<file path="config.mk">
export PLATFORM = sky130hd
export DESIGN_NAME = bit_serial_adder
export DESIGN_NICKNAME = d
export VERILOG_FILES = /design/src/rtl/bit_serial_adder_pkg.sv /design/src/rtl/bit_serial_adder_fulladder.sv /design/src/rtl/bit_serial_adder.sv
export SDC_FILE = /design/constraint.sdc
export NUM_CORES = 1
export LEC_CHECK = 0
export ABC_CLOCK_PERIOD_IN_PS = 1700
export CORE_AREA = 3 3 50 71
export DETAILED_ROUTE_END_ITERATION = 10
export DIE_AREA = 0 0 53 74
export HOLD_SLACK_MARGIN = 0.05
export MAX_ROUTING_LAYER = met4
export PLACE_DENSITY = 0.76
export SETUP_SLACK_MARGIN = 0.3
export SYNTH_ARGS = -nofsm -noshare
export SYNTH_HDL_FRONTEND = slang
export SYNTH_SLANG_ARGS = --single-unit
</file>
<file path="constraint.sdc">
create_clock -name clk -period 1.7 [get_ports clk]
set_clock_uncertainty 0.15 [all_clocks]
set_input_delay 0.255 -clock clk [delete_from_list [all_inputs] [get_ports clk]]
set_output_delay 0.255 -clock clk [all_outputs]
set_load 0.02 [all_outputs]
</file>
<file path="src/rtl/bit_serial_adder_pkg.sv">
// bit_serial_adder_pkg: state encoding shared by the bit-serial adder files
package bit_serial_adder_pkg;
  typedef enum logic [1:0] {
    IDLE = 2'd0,
    RUN  = 2'd1,
    DONE = 2'd2
  } state_t;
endpackage

</file>
<file path="src/rtl/bit_serial_adder_fulladder.sv">
// fulladder: one-bit full-adder cell
//   a, b, c_in : addend bits and carry in
//   s, c_out   : sum bit and carry out
module fulladder (
  input  logic a,
  input  logic b,
  input  logic c_in,
  output logic s,
  output logic c_out
);
  assign s     = a ^ b ^ c_in;
  assign c_out = (a & b) | (c_in & (a ^ b));
endmodule

</file>
<file path="src/rtl/bit_serial_adder.sv">
// bit_serial_adder: LSB-first serial add of two WIDTH-bit operands over WIDTH cycles
//   clk, rst_n (async, active-low); start accepted only in IDLE, capturing a, b, c_in
//   busy high during RUN; done pulses one cycle when sum/c_out are valid
//   sum/c_out hold from done until the next accepted start
module bit_serial_adder
  import bit_serial_adder_pkg::*;
#(
  parameter int WIDTH = 8,
  localparam int CNT_W = $clog2(WIDTH)
) (
  input  logic             clk,
  input  logic             rst_n,
  input  logic             start,
  input  logic [WIDTH-1:0] a,
  input  logic [WIDTH-1:0] b,
  input  logic             c_in,
  output logic             busy,
  output logic             done,
  output logic [WIDTH-1:0] sum,
  output logic             c_out
);
  state_t           state, state_nxt;
  logic [WIDTH-1:0] sa, sb, res;
  logic [CNT_W-1:0] cnt;
  logic             carry, s, co, last;
  fulladder u_fa (
    .a    (sa[0]),
    .b    (sb[0]),
    .c_in (carry),
    .s    (s),
    .c_out(co)
  );
  assign last  = cnt == CNT_W'(WIDTH - 1);
  assign busy  = state == RUN;
  assign done  = state == DONE;
  assign sum   = res;
  assign c_out = carry;
  always_ff @(posedge clk or negedge rst_n)
    if (!rst_n) state <= IDLE;
    else state <= state_nxt;
  always_comb
    state_nxt = state == IDLE ? (start ? RUN : IDLE) :
                state == RUN  ? (last ? DONE : RUN) : IDLE;
  // the result register fills from the MSB, so after WIDTH shifts bit 0 is the first sum bit
  always_ff @(posedge clk or negedge rst_n)
    if (!rst_n) begin
      sa    <= '0;
      sb    <= '0;
      res   <= '0;
      carry <= 1'b0;
      cnt   <= '0;
    end else if (state == IDLE && start) begin
      sa    <= a;
      sb    <= b;
      carry <= c_in;
      cnt   <= '0;
    end else if (state == RUN) begin
      sa    <= sa >> 1;
      sb    <= sb >> 1;
      res   <= {s, res[WIDTH-1:1]};
      carry <= co;
      cnt   <= cnt + CNT_W'(1);
    end
endmodule

</file>
==> reports/metrics.csv <==
stage,metric,value,unit
run_status,outcome,"complete, no violations",
timing,Hold Fails Final Rpt,0,
timing,final worst slack,0.09638,ns
route,1st-iter DRT viols,15,
place,"worst slack, placed",-0.1041,ns
yosys,YS warnings,0,
yosys,Netlist cell types,23,
yosys,syn_area_per_cell,13.06,um2
power,Clock Power Share,0.156,
floorplan,I/O Pins,31,
global_routing,vias in the first global route,1117,
timing,worst hold slack,0.2184,ns
clocking,CTS tree,built,
power,Cell Pwr Density,1766,nW/um2
setup_path,CP Launch Type,register,
global_routing,met1 Resource Use GR,0.1982,
timing,count of pins over their slew limit,0,
cells_and_area,fin util,0.7162,
route,drt via density,5.692,
route,Final ANT Viol Nets,0,
floorplan,# rows,24,
power,leak pwr,0.9146,nW
yosys,top-area cell type share of the netlist area,0.5226,
setup_path,Setup crit start,state[1],
floorplan,Initial Util,0.4736,
yosys,register area share after synthesis,0.5226,
power,Combinational Power Share,0.501,
timing,Slew HR,0.7416,
yosys,Seq cells post-synth,30,
setup_path,worst-path fanout max,15,
setup_path,Crit Reg-Reg Startpoint,state[1],
place,DP Wirelength,1998,um
cells_and_area,"most common cell after layout, fill and taps aside",dfrtp_1,
yosys,largest family of logic cells by synthesized area,simple AND/OR/NAND/NOR gates,
yosys,ranking of synthesized cells by area,"dfrtp_1 52%, o221a_2 7.8%, or4b_1 7.0%",
power,Pint,2.472,mW
power,Seq pwr share,0.343,
place,port bufs,30,
setup_path,crit end category,register,
clocking,clock-pin transition on the worst setup and hold timing paths,0.07,ns
route,via count,1127,
flow_run,max-cap check violation count,0,
power,sw frac,0.3555,
timing,fmax,623.6,MHz
global_routing,met3 usage,0.05812,
floorplan,die width,53,um
timing,Final Cycle Share,0.9433,
clocking,cts-stage hold buffer count,0,
global_routing,initial antenna violation count,0,
route,first drt pass iteration count,4,
yosys,syn nets,133,
route,DR WL/cell,17.08,um
yosys,Synth Area in Compound Gates,0.1446,
clocking,Sink Count,30,
yosys,Synth area leader,dfrtp_1,
global_routing,grt ovf,0,
global_routing,GRT Resource Usage Total,0.1844,
global_routing,Top Usage Layer GRT,met2,
global_routing,grt met2 use,0.3108,
cells_and_area,Area growth syn-to-layout,51.22,%
cells_and_area,nets,181,
cells_and_area,most frequent cells in the layout,"28 x dfrtp_1, 19 x clkdlybuf4s50_1, 13 x buf_4",
setup_path,Crit Path Class,reg2reg,
clocking,clock root cell,clkbuf_8,
timing,worst slew pin tran,0.3875,ns
yosys,adder-cell share of the synthesized area,0.03136,
route,Residual DRC,0,
timing,Final Critical Period,1.604,ns
timing,RSZ-0062 raised after global routing,yes,
power,total chip power,3.835,mW
place,Post-Place Cell Area,1804,um2
cells_and_area,proportion of layout cells with a drive suffix above 1,0.4528,
clocking,Clock Tree Buf Depth,2,
cells_and_area,design area,2172,um2
floorplan,die area,3922,um2
clocking,CTS buffer count,5,
clocking,H-tree depth,2,
setup_path,Worst EP required,1.72,ns
place,Final GP Congestion,0.7578,
worst_hold_path,worst hold path class,in2async,
route,total wire length,3381,um
yosys,multiplexer share of the synthesized area,0.06969,
setup_path,Slowest cell on crit path,or4b_1,
timing,endpoints failing setup,0,
setup_path,Worst Path Arrival,1.63,ns
floorplan,Placeable Area,3033,um2
yosys,Post-Syn Instances,110,
power,net load switching power,1.363,mW
cells_and_area,Inserted Diodes,0,
floorplan,Die H,74,um
global_routing,first-pass GRT wire length,5030,um
global_routing,largest net degree at the start of global routing,31,
setup_path,CP peak stage delay,0.57,ns
power,worst vdd ir,1.003,mV
setup_path,critical-path cell list,"buf_4, or4b_1, o221a_4",
yosys,simple-gate share of the synthesized area,0.1725,
clocking,Worst-Skew Late Latency,0.28,ns
yosys,Synth Cell Area,1436,um2
yosys,Synth Area in XOR/XNOR,0,
## worst max-delay path, delay by kind of cell, from the launching register on
family / cells / cell delay (ns)
AOI/OAI and AO/OA: 1 / 0.14
DFF: 1 / 0.43
and+or+nand+nor: 1 / 0.57
buffers and inverters: 1 / 0.21
## synth_stat cells
| cell | instances |
|---|---|
| a211o_1 | 2 |
| a211oi_1 | 5 |
| a21oi_1 | 1 |
| a22o_1 | 2 |
| and2_1 | 1 |
| buf_2 | 5 |
| buf_6 | 2 |
| clkbuf_1 | 4 |
| dfrtp_1 | 30 |
| fa_1 | 1 |
| ha_1 | 2 |
| inv_1 | 6 |
| mux2_2 | 8 |
| mux2i_1 | 1 |
| nand2b_1 | 3 |
| nor2b_1 | 1 |
| nor3b_1 | 7 |
| nor4b_1 | 5 |
| nor4bb_1 | 2 |
| o21ba_2 | 1 |
| o21bai_1 | 1 |
| o221a_2 | 10 |
| or4b_1 | 10 |
## kinds of logic (layout without fill, tap and decap cells)
| kind of cell | after synthesis | count (layout) |
|---|---|---|
| compound gates | 22 | 23 |
| fa+ha+maj | 3 | 3 |
| buf+inv | 17 | 65 |
| flops | 30 | 30 |
| mux | 9 | 9 |
| simple gates | 29 | 29 |
## through the flow
step	instances	setup TNS, ns
finish	198	0
global route	198	0
CTS	196	0
detailed placement	178	-1.057
global placement	178	-0.2754
floorplan	110	0
## layout make-up
class,count,area [um2]
inverters,6,25.02
multi-input cells,64,760.7
fillers,203,860.8
flip-flops and latches,30,753.2
clock buffers,6,82.58
well taps,39,48.80
repair buffers,51,489.2
clock inverters,2,12.51
## registers in the layout, summed over array words and instances (netlist names)
| register | flops |
|---|---|
| sa | 8 |
| sb | 8 |
| sum | 8 |
| cnt | 3 |
| state | 2 |
| c_out | 1 |
## power groups by stage
stage	clock [mW]	sequential (mW)	combinational, mW
final	0.597	1.32	1.92
after global placement	0	1.28	1.47
after floorplan	0	1.37	0.911
after detailed placement	0	1.30	1.53
after CTS	0.611	1.29	1.69
after global routing	0.642	1.36	2.07
## final timing paths
check / to / slack [ns] / cells after the start
max in group asynchronous: c_out / 0.88 / 2
setup reg to reg: sb[0] / 0.1 / 3
hold reg to reg: cnt[0] / 0.35 / 1
setup / recovery: sb[0] / 0.1 / 3
hold / removal: sb[5] / 0.22 / 2
min in group clk: cnt[0] / 0.35 / 1
## timing repair
item,in CTS,in global routing
setup buffers,9,2
gates resized for setup,37,29
pin swaps,3,11
gates cloned,1,0
endpoints found under the setup margin,36,36
## metal layers
metal | wire length, um | up-vias
li1 | - | 518
met1 | 1320 | 571
met3 | 174 | 6
met5 | 0 | -
met2 | 1844 | 32
met4 | 42 | 0
No activity file was read; power rests on OpenSTA's default activity.
